**config.mk**
```make
export PLATFORM = sky130hd
export DESIGN_NAME = debouncer
export DESIGN_NICKNAME = d
export VERILOG_FILES = /design/src/rtl/debounce_pkg.sv /design/src/rtl/debouncer_sync_2ff.sv /design/src/rtl/debouncer.sv
export SDC_FILE = /design/constraint.sdc
export NUM_CORES = 1
export LEC_CHECK = 0
export CORE_AREA = 2 2 39 41
export CTS_BUF_LIST = sky130_fd_sc_hd__clkbuf_4 sky130_fd_sc_hd__clkbuf_8
export DETAILED_ROUTE_END_ITERATION = 6
export DIE_AREA = 0 0 41 43
export PLACE_DENSITY = 0.45
export SLEW_MARGIN = 30
export SYNTH_ARGS = -nofsm -noshare
export SYNTH_HDL_FRONTEND = slang
export SYNTH_HIERARCHICAL = 1
export SYNTH_SLANG_ARGS = --single-unit
```
**constraint.sdc**
```tcl
create_clock -name clk -period 2.72 [get_ports clk]
set_input_delay 0.272 -clock clk [delete_from_list [all_inputs] [get_ports clk]]
set_output_delay 0.272 -clock clk [all_outputs]
set_load 0.1 [all_outputs]
```
**src/rtl/debounce_pkg.sv**
```systemverilog
// Shared types and defaults for the debouncer and its users.
package debounce_pkg;

   // Debouncer states. In this encoding bit 1 is the accepted level and
   // bit 0 is set while a candidate transition is being qualified.
   typedef enum logic [1:0] {
      ST_LOW    = 2'd0,
      WAIT_HIGH = 2'd1,
      ST_HIGH   = 2'd2,
      WAIT_LOW  = 2'd3
   } state_t;

   localparam int unsigned DEBOUNCE_CYCLES_DEF = 32'd4;

endpackage

```
**src/rtl/debouncer_sync_2ff.sv**
```systemverilog
// Two-flop synchronizer for a single asynchronous level. The two flops
// are back to back, with no logic between them, so the first flop has a
// full cycle to settle out of metastability.
module sync_2ff #(
   parameter logic RESET_VAL = 1'b0
) (
   input  logic clk,
   input  logic reset_n,
   input  logic d_i,
   output logic q_o
);

   logic r_meta;
   logic r_sync;

   // Shift the raw input through the two synchronizing flops.
   always_ff @(posedge clk or negedge reset_n) begin
      if (!reset_n) begin
         r_meta <= RESET_VAL;
         r_sync <= RESET_VAL;
      end else begin
         r_meta <= d_i;
         r_sync <= r_meta;
      end
   end

   assign q_o = r_sync;

endmodule

```
**src/rtl/debouncer.sv**
```systemverilog
// Debouncer: synchronizes a raw level, then accepts a new level only
// after DEBOUNCE_CYCLES consecutive equal samples. An aborted
// qualification produces a one-cycle glitch pulse.
module debouncer
   import debounce_pkg::*;
#(
   parameter int unsigned DEBOUNCE_CYCLES = DEBOUNCE_CYCLES_DEF,
   parameter logic        RESET_VAL       = 1'b0
) (
   input  logic clk,
   input  logic reset_n,
   input  logic a_i,
   output logic level_o,
   output logic busy_o,
   output logic glitch_o
);

   localparam int unsigned CNT_W = $clog2(DEBOUNCE_CYCLES + 32'd1);
   localparam logic [CNT_W-1:0] CNT_ZERO = CNT_W'(0);
   localparam logic [CNT_W-1:0] CNT_ONE  = CNT_W'(1);
   localparam logic [CNT_W-1:0] CNT_LAST = CNT_W'(DEBOUNCE_CYCLES - 32'd1);
   localparam state_t RESET_STATE = (RESET_VAL == 1'b1) ? ST_HIGH : ST_LOW;

   // A single-cycle qualification window would make the debouncer a plain
   // re-register of the synchronizer; refuse to build that.
   if (DEBOUNCE_CYCLES < 32'd2) begin : g_cycles_too_small
      $error("debouncer: DEBOUNCE_CYCLES must be at least 2");
   end
   if (DEBOUNCE_CYCLES > 32'd65535) begin : g_cycles_too_large
      $error("debouncer: DEBOUNCE_CYCLES must be at most 65535");
   end

   logic             w_s;
   state_t           r_state;
   state_t           w_next_state;
   logic [CNT_W-1:0] r_cnt;
   logic [CNT_W-1:0] w_next_cnt;
   logic             r_glitch;
   logic             w_next_glitch;

   sync_2ff #(
      .RESET_VAL (RESET_VAL)
   ) u_sync (
      .clk     (clk),
      .reset_n (reset_n),
      .d_i     (a_i),
      .q_o     (w_s)
   );

   // Next-state, counter and glitch logic. A WAIT state always starts at
   // cnt=1 so an abort never leaves a partial count behind.
   always_comb begin
      w_next_state  = r_state;
      w_next_cnt    = r_cnt;
      w_next_glitch = 1'b0;
      case (r_state)
         ST_LOW: begin
            if (w_s) begin
               w_next_state = WAIT_HIGH;
               w_next_cnt   = CNT_ONE;
            end else begin
               w_next_cnt   = CNT_ZERO;
            end
         end
         WAIT_HIGH: begin
            if (!w_s) begin
               w_next_state  = ST_LOW;
               w_next_cnt    = CNT_ZERO;
               w_next_glitch = 1'b1;
            end else if (r_cnt == CNT_LAST) begin
               w_next_state = ST_HIGH;
               w_next_cnt   = CNT_ZERO;
            end else begin
               w_next_cnt   = r_cnt + CNT_ONE;
            end
         end
         ST_HIGH: begin
            if (!w_s) begin
               w_next_state = WAIT_LOW;
               w_next_cnt   = CNT_ONE;
            end else begin
               w_next_cnt   = CNT_ZERO;
            end
         end
         WAIT_LOW: begin
            if (w_s) begin
               w_next_state  = ST_HIGH;
               w_next_cnt    = CNT_ZERO;
               w_next_glitch = 1'b1;
            end else if (r_cnt == CNT_LAST) begin
               w_next_state = ST_LOW;
               w_next_cnt   = CNT_ZERO;
            end else begin
               w_next_cnt   = r_cnt + CNT_ONE;
            end
         end
         default: begin
            w_next_state = RESET_STATE;
            w_next_cnt   = CNT_ZERO;
         end
      endcase
   end

   // State, counter and glitch registers; reset discards any qualification
   // in progress without pulsing glitch.
   always_ff @(posedge clk or negedge reset_n) begin
      if (!reset_n) begin
         r_state  <= RESET_STATE;
         r_cnt    <= CNT_ZERO;
         r_glitch <= 1'b0;
      end else begin
         r_state  <= w_next_state;
         r_cnt    <= w_next_cnt;
         r_glitch <= w_next_glitch;
      end
   end

   // Decode level and busy purely from the state register.
   always_comb begin
      level_o = 1'b0;
      busy_o  = 1'b0;
      case (r_state)
         ST_LOW: begin
            level_o = 1'b0;
            busy_o  = 1'b0;
         end
         WAIT_HIGH: begin
            level_o = 1'b0;
            busy_o  = 1'b1;
         end
         ST_HIGH: begin
            level_o = 1'b1;
            busy_o  = 1'b0;
         end
         WAIT_LOW: begin
            level_o = 1'b1;
            busy_o  = 1'b1;
         end
         default: begin
            level_o = RESET_VAL;
            busy_o  = 1'b0;
         end
      endcase
   end

   assign glitch_o = r_glitch;

endmodule
```
**After elaboration in Yosys (flattened, before gate mapping)**

Index checks and enable logic that the tools add are counted.

- Output and inout port bits: 3
- Register bits: 8
- Word-level logic and storage cells: 38

- $add $sub $neg: 1
- Multiplexer cells: 18
- Reductions and logical operators: 6
- Equal/unequal tests: 8

Operators with widths:

| operator | number |
|---|---|
| $mux 2 | 6 |
| $pmux 3 s4 | 1 |
| $mux 3 | 3 |
| $pmux 2 s4 | 1 |
| $reduce_or 2->1 | 4 |
| $pmux 1 s2 | 3 |
| $eq 2x2->1 const B | 2 |
| $mux 1 | 4 |
| $reduce_and 4->1 | 1 |
| $add 3x1->3 const B | 1 |
| $eq 3x2->1 const B | 1 |
| $ne 3x2->1 const B | 1 |
| $ne 3x3->1 const B | 1 |
| $eq 2x1->1 const B | 1 |
| $logic_not 2->1 | 1 |
| $ne 2x1->1 const B | 1 |
| $ne 2x2->1 const B | 1 |

**Logic depth before layout (Yosys ltp)**

Gate-level depths: netlist (run 1).

- Depth after elaboration: 4
- Depth in mapped cells: 4
- Gate-level depth less buffers: 4

**Cells and area by module**

Netlist (run 1), hierarchy kept.

By module, submodules not included:

| module | area an instance (um^2) | cells an instance | instances |
|---|---|---|---|
| debouncer | 257.7 | 20 | 1 |
| sync_2ff | 50.0 | 2 | 1 |

**Least setup slack after synthesis (run 1)**

OpenSTA, ideal clock, no wires.

- Kind: flip-flop to output port
- Start point: reg r_state[0]
- End point: out busy_o
- Setup slack: 1209 ps
- Arrival: 1239 ps
- Required time: 2448 ps
- Buffers on the path: 1
- Stages on the path, launching flop included: 2
- Cells stage by stage: dfrtp_1 clkbuf_1

- Cells in the longest elaborated chain, start to end: 3

Ends and longest elaborated chain:

| item | RTL line | source |
|---|---|---|
| from (decl) | debouncer.sv:34 | `state_t r_state;` |
| from (signal assigned) | debouncer.sv:112 | `r_state <= w_next_state;` |
| $eq 2x2->1 (tied with other cells) | debouncer.sv:122 | `case (r_state)` |
| $reduce_or 2->1 (no source line) | - |  |
| $pmux 1 s2 (*) | debouncer.sv:122 |  |
| to (decl) | debouncer.sv:14 | `output logic busy_o,` |

Mark *: on every way between the ends. The rest lies on a longest branch, timed or not.

==> results of run 1 <==
==> metrics by stage <==
stage / area, µm² / hold WS [ps] / cells
2_1_floorplan: 308 / -23.6 / 22
3_3_place_gp: 362 / 343 / 41
3_5_place_dp: 362 / 341 / 41
4_1_cts: 384 / 308 / 44
5_1_grt: 384 / 334 / 44
6_report: 384 / 304 / 44
==> worst max-delay path: stages, from the launching register on <==
cell and delay (ps):
dfrtp_1 380, ha_1 220, and2b_2 230, nand2_1 80, mux2_2 320
==> cell usage after synthesis (all sizes together) <==
library cell / n
ha: 1
nand2: 1
and2: 1
nor2: 1
xnor2: 1
a21oi: 1
nor3b: 2
and2b: 1
clkbuf: 1
buf: 1
mux2: 1
o21a: 1
dfrtp: 8
nand2b: 1
==> area by class of cell <==
class	count	share of cell area
timing repair buffer	5	0.111
sequential	8	0.521
multi-input combinational	12	0.257
clock buffer	3	0.0586
tap	16	0.0521
==> cell families after synthesis <==
group,Yosys count,synth area share
AOI/OAI and AO/OA,2,0.0406
muxes,1,0.0366
xor gates and xnor gates,1,0.0285
adders and majority gates,1,0.0406
DFF,8,0.650
and+or+nand+nor,7,0.175
buffers and inverters,2,0.0284
==> layer usage <==
| metal | GRT usage | share of wire | vias up |
|---|---|---|---|
| li1 | - | - | 84 |
| met1 | 0.0664 | 0.48 | 84 |
| met2 | 0.0844 | 0.43 | 5 |
| met3 | 0.0157 | 0.059 | 2 |
| met4 | 0.100 | 0.020 | 0 |
| met5 | 0 | 0 | - |
==> worst paths after layout <==
check                         startpoint    endpoint  slack (ps)  cells past startpoint
min                              reset_n    r_cnt[1]         300                      1
max in group asynchronous        reset_n    glitch_o        2150                      1
max reg2reg                     r_cnt[0]   flip-flop        1380                      4
max                             r_cnt[0]   flip-flop        1380                      4
min reg2reg                u_sync/r_meta  u_sync/q_o         350                      0
min in group clk           u_sync/r_meta  u_sync/q_o         350                      0
==> run_results.csv, run 1 <==
group,metric,value,unit
final_layout,layout-drive-gt1-share,0.357,
synth,syn_inst,22,
drt,drt-total-wl,405,µm
place,place_congestion,0.686,
synth,synthesis.nets,26,
final_layout,seqCellArea,200,µm²
timing,finalCritPeriodShare,0.493,
drt,vias,175,
drt,first_iter_violations,4,
die,ios,6,
die,dieWidth,41,µm
timing,worst_pin_slew,367,ps
final_layout,final_cell_mix,"dfrtp_1 (8), clkbuf_4 (3), buf_4 (3)",
drt,routed_via_density,3.98,
timing,setup_tns,0,ps
clock_tree,hold_buffers,0,
clock_tree,cts_root_buf,"clkbuf_4",
clock_tree,cts_resized,0,
timing,fin_ws,1380,ps
timing,rsz0062_at_grt,"no",
synth,yosys.area.top_type,"dfrtp_1",
setup_path,critPathCaptureType,"flip-flop",
clock_tree,cts_tree,"done",
outcome,status,"finished clean",
drt,wire_per_inst,9.20,µm
timing,finalHoldViolCount,0,
setup_path,cp.required,2850,ps
place,io_buffers,5,
run,drv_cap,0,
grt,antenna_found_initial,0,
synth,synth_area_leaders,"dfrtp_1 (65%), nor3b_2 (8.1%), ha_1 (4.1%)",
synth,syn_area_per_cell,14.0,µm²
final_layout,nFillCells,153,
grt,grt_max_degree,9,
setup_path,crit_arrival,1470,ps
die,start_util,0.222,
synth,ys_ff_latch,8,
final_layout,mostFrequentLayoutCell,"dfrtp_1",
clock_tree,htreeDepth,1,
drt,drt_first_pass_iters,2,
grt,grt_pass1_vias,180,
clock_tree,insertion_delay,250,ps
timing,post-route-min-period,1340,ps
die,die_y,43,µm
timing,max_freq,745,MHz
final_layout,multi_input_area,98.8,µm²
final_layout,area_growth,24.8,%
timing,setup_viol,0,
synth,ys.warnings.count,6,
setup_path,crit_type,"reg2reg",
timing,slew-limit-headroom,0.755,
timing,drv_slew,0,
grt,grt_pass1_wl,690,µm
final_layout,antenna_cells,0,
setup_path,start_kind,"flip-flop",
die,core-area,0.00138,mm²
clock_tree,cts_setup_buffers,0,
drt,drt.antenna.violating_nets,0,
die,die_area,0.00176,mm²
timing,fin_worst_skew,1.39,ps
final_layout,final_util,0.278,
drt,drc_errors,0,
clock_tree,clkTransAtPathRegs,50,ps
clock_tree,cts_buffer_depth,2,
place,place_ws,1390,ps
setup_path,path_max_fanout,4,
die,rows,14,
synth,seq_area_frac_synth,0.650,
final_layout,fin_nets,34,
synth,yosysUniqueCellTypes,14,
synth,synth_top_area_frac,0.650,
min_path,hold_path.class,"in2async",
clock_tree,cts_made_buffers,3,
grt,track_usage,0.0659,
place,dpl.hpwl,291,µm
grt,grt_overflow,0,
clock_tree,clock_sinks,8,
synth,syn-cell-area,308,µm²
Power of run 1 is left out: the tool's default activity adds up to more than one toggle a clock period on the data nets, which glitch-free logic cannot reach.
==> run 2, diff against run 1 <==
--- a/config.mk
+++ b/config.mk
@@ -9,7 +9,7 @@
 export CTS_BUF_LIST = sky130_fd_sc_hd__clkbuf_4 sky130_fd_sc_hd__clkbuf_8
 export DETAILED_ROUTE_END_ITERATION = 6
 export DIE_AREA = 0 0 41 43
-export PLACE_DENSITY = 0.45
+export PLACE_DENSITY = 0.46
 export SLEW_MARGIN = 30
 export SYNTH_ARGS = -nofsm -noshare
 export SYNTH_HDL_FRONTEND = slang
==> constraint.sdc (replaced) <==
create_clock -name clk -period 1.1 [get_ports clk]
set_input_delay 0.11 -clock clk [delete_from_list [all_inputs] [get_ports clk]]
set_output_delay 0.11 -clock clk [all_outputs]
set_load 0.1 [all_outputs]
==> run 2 against run 1 <==
Net effect: the run now ends with negative setup slack left; fmax increased by 8.8%; largest cell class unchanged; utilization increased by 7.4 points; wire length increased by 26%; cell count increased by 14%; clock skew about the same; first-iteration DRC count decreased by 100%; via count increased by 18%; count of clock-buffer cells in the layout unchanged.
==> run_results.csv, run 2 (synthesized netlist as in run 1, its figures left out) <==
group,metric,value,unit
grt,track_usage,0.0883,
setup_path,crit_arrival,1370,ps
drt,highest_layer,"met4",
min_path,hold_path.class,"in2async",
die,die_y,43,µm
timing,finalCritPeriodShare,1.12,
clock_tree,cts_root_buf,"clkbuf_4",
timing,fin_ws,-133,ps
grt,antenna_found_initial,0,
outcome,violations,"negative setup slack",
final_layout,final_cell_mix,"dfrtp_1 (8), buf_4 (4), clkbuf_4 (3), buf_12 (3)",
grt,grt_pass1_vias,243,
die,dieWidth,41,µm
timing,hold_ws,128,ps
timing,max_freq,811,MHz
clock_tree,clkTransAtPathRegs,50,ps
drt,drt-total-wl,509,µm
grt,grt_pass1_wl,917,µm
setup_path,r2r_slack,-130,ps
final_layout,mostFrequentLayoutCell,"dfrtp_1",
die,rows,14,
setup_path,start_kind,"flip-flop",
timing,worst_pin_slew,350,ps
clock_tree,htreeDepth,1,
drt,wl_met1,194,µm
setup_path,critPathCaptureType,"flip-flop",
drt,wl_met2,240,µm
timing,setup_tns,-233,ps
timing,finalHoldViolCount,0,
final_layout,final_util,0.352,
clock_tree,clock_sinks,8,
final_layout,layout-drive-gt1-share,0.559,
timing,slew-limit-headroom,0.766,
drt,vias,206,
clock_tree,cts_made_buffers,3,
drt,drc_errors,0,
die,core-area,0.00138,mm²
setup_path,cp.required,1240,ps
final_layout,area_growth,58.1,%
clock_tree,cts_tree,"done",
setup_path,r2r-start,"r_cnt[0]",
timing,drv_slew,0,
place,place_ws,-124,ps
die,start_util,0.222,
setup_path,crit_type,"reg2reg",
run,drv_cap,0,
drt,routed_via_density,4.12,
final_layout,antenna_cells,0,
drt,drt_first_pass_iters,1,
die,ios,6,
clock_tree,insertion_delay,250,ps
timing,rsz0062_at_grt,"yes",
drt,drt.antenna.violating_nets,0,
final_layout,fin_nets,40,
timing,fin_worst_skew,1.36,ps
place,place_congestion,0.682,
drt,first_iter_violations,0,
clock_tree,cts_buffer_depth,2,
place,io_buffers,5,
grt,grt_overflow,0,
drt,wire_per_inst,10.2,µm
setup_path,reg2reg_depth,4,
setup_path,path_max_fanout,2,
outcome,status,"complete, but fails checks",
grt,grt_max_degree,9,
drt,wl_met3,34,µm
timing,post-route-min-period,1230,ps
die,die_area,0.00176,mm²
timing,setup_viol,3,
[run 2: stage by stage]
step           std cells  cell area (µm²)
2_1_floorplan         22              318
3_3_place_gp          46              445
3_5_place_dp          46              445
4_1_cts               49              472
5_1_grt               50              487
6_report              50              487
[run 2: layer usage]
metal / up-vias / global-route usage
met3: 5 / 0.0471
met5: - / 0
met2: 8 / 0.113
li1: 96 / -
met1: 97 / 0.0800
met4: 0 / 0.120
[run 2: what timing repair did]
| item | in CTS | in global routing |
|---|---|---|
| hold buffers | 0 | 0 |
| resized for setup | 1 | 2 |
| buffers inserted | 0 | 1 |
| pin swaps | 2 | 1 |
| setup endpoints to repair | 4 | 5 |
[run 2: worst max-delay path, stage by stage (launching register included)]
cell,delay (ps)
dfrtp_1,380
ha_2,180
and2b_2,210
nand2_2,60
mux2_4,290
[run 2: worst max-delay path by stage]
stage | from | end | depth (start not counted)
after floorplan | r_cnt[0] | flip-flop | 4
after global placement | r_cnt[0] | flip-flop | 4
after detailed placement | r_cnt[0] | flip-flop | 4
after CTS | r_cnt[0] | flip-flop | 4
after global routing | r_cnt[0] | flip-flop | 4
final | r_cnt[0] | flip-flop | 4
[run 2: cell type report]
type	count	area, µm²
Fill cell	138	897
Sequential cell	8	200
Timing Repair Buffer	11	133
Multi-Input combinational cell	12	111
Clock buffer	3	22.5
Tap cell	16	20.0
Power of run 2 is left out for the same reason.
==> run 3, diff against run 2 <==
--- a/config.mk
+++ b/config.mk
@@ -9,6 +9,7 @@
 export CTS_BUF_LIST = sky130_fd_sc_hd__clkbuf_4 sky130_fd_sc_hd__clkbuf_8
 export DETAILED_ROUTE_END_ITERATION = 6
 export DIE_AREA = 0 0 41 43
+export MAX_ROUTING_LAYER = met4
 export PLACE_DENSITY = 0.46
 export SLEW_MARGIN = 30
 export SYNTH_ARGS = -nofsm -noshare
==> run 3 against run 2 <==
Net effect: worst hold slack barely moved; utilization did not move; count of clock-buffer cells in the layout did not move; highest routed layer unchanged; critical path depth did not move; fmax barely moved; via count fell by 0.49%; cell count did not move; the run still ends with negative setup slack left; wire length did not move; sequential share of layout area did not move.
==> run_results.csv, run 3 (synthesized netlist as in run 1, its figures left out) <==
group,metric,value,unit
final_layout,fin_nets,40,
final_layout,mostFrequentLayoutCell,"dfrtp_1",
clock_tree,cts_tree,"done",
clock_tree,htreeDepth,1,
grt,grt_pass1_wl,910,µm
timing,worst_pin_slew,349,ps
setup_path,critPathCaptureType,"flip-flop",
outcome,violations,"negative setup slack",
timing,finalCritPeriodShare,1.12,
final_layout,nFillCells,138,
place,place_congestion,0.689,
drt,first_iter_violations,0,
timing,setup_viol,3,
drt,wl_met2,240,µm
final_layout,finish.instance_area,487,µm²
final_layout,stdcell_count,50,
timing,fin_ws,-133,ps
clock_tree,cts_buffer_depth,2,
final_layout,seqCellArea,200,µm²
timing,drv_slew,0,
final_layout,final_cell_mix,"dfrtp_1 (8), buf_4 (4), clkbuf_4 (3), buf_12 (3)",
die,core-area,0.00138,mm²
die,die_area,0.00176,mm²
die,die_y,43,µm
place,io_buffers,5,
setup_path,crit_type,"reg2reg",
die,start_util,0.222,
place,dp_cells,46,
drt,drt-total-wl,509,µm
drt,drt.antenna.violating_nets,0,
drt,highest_layer,"met4",
timing,finalHoldViolCount,0,
setup_path,start_kind,"flip-flop",
grt,antenna_found_initial,0,
place,placedInstanceArea,445,µm²
drt,vias,205,
timing,hold_ws,127,ps
timing,rsz0062_at_grt,"yes",
grt,grt_overflow,0,
clock_tree,cts_made_buffers,3,
setup_path,crit_arrival,1370,ps
final_layout,antenna_cells,0,
clock_tree,hold_buffers,0,
timing,setup_tns,-232,ps
drt,wl_met3,34,µm
drt,drc_errors,0,
timing,post-route-min-period,1230,ps
drt,wire_per_inst,10.2,µm
outcome,status,"complete, but fails checks",
grt,grt_max_degree,9,
grt,track_usage,0.0895,
timing,slew-limit-headroom,0.767,
clock_tree,clkTransAtPathRegs,50,ps
final_layout,multi_input_area,111,µm²
setup_path,path_max_fanout,2,
final_layout,area_growth,58.1,%
timing,max_freq,811,MHz
setup_path,cp.required,1240,ps
drt,drt_first_pass_iters,1,
grt,grt_pass1_vias,245,
clock_tree,clock_sinks,8,
timing,fin_worst_skew,1.44,ps
die,ios,6,
min_path,hold_path.class,"in2async",
die,dieWidth,41,µm
clock_tree,insertion_delay,250,ps
clock_tree,cts_root_buf,"clkbuf_4",
drt,routed_via_density,4.10,
run,drv_cap,0,
drt,wl_met1,195,µm
die,rows,14,
final_layout,layout-drive-gt1-share,0.559,
run 3: cell counts in the layout (fill, tap and decap cells not counted):
No cell type changed its count.
run 3: critical path, cell delays in order, from the launching register on:
cell and delay, ps:
dfrtp_1 380, ha_2 180, and2b_2 210, nand2_2 60, mux2_4 290
run 3: layout make-up:
| class | count | share of cell area |
|---|---|---|
| flip-flops and latches | 8 | 0.411 |
| clock buffers | 3 | 0.0463 |
| multi-input cells | 12 | 0.229 |
| well taps | 16 | 0.0411 |
| repair buffers | 11 | 0.272 |
run 3: per-layer routing:
metal,global-route usage,up-vias
li1,-,95
met3,0.0471,5
met5,-,-
met2,0.113,8
met4,0.120,0
met1,0.0767,97
run 3: through the flow:
stage	util	setup WS, ps
floorplan	-	-118
global placement	0.322	-109
detailed placement	0.322	-124
CTS	0.341	-139
global route	0.352	-178
finish	0.352	-133
run 3: final timing paths:
path / end / startpoint / slack (ps) / cells after the start
setup / recovery: flip-flop / r_cnt[0] / -130 / 4
hold / removal: glitch_o / reset_n / 130 / 1
setup reg to reg: flip-flop / r_cnt[0] / -130 / 4
hold reg to reg: u_sync/q_o / u_sync/r_meta / 350 / 0
max in group asynchronous: r_state[0] / reset_n / 720 / 1
min in group clk: u_sync/r_meta / a_i / 300 / 1
run 3: repair_timing:
action	in CTS	in global routing
cloned	0	0
pin swaps	2	1
hold endpoints to repair	0	0
gates resized for setup	1	2
endpoints found under the setup margin	4	5
setup buffers	0	1
Power of run 3 is left out for the same reason.
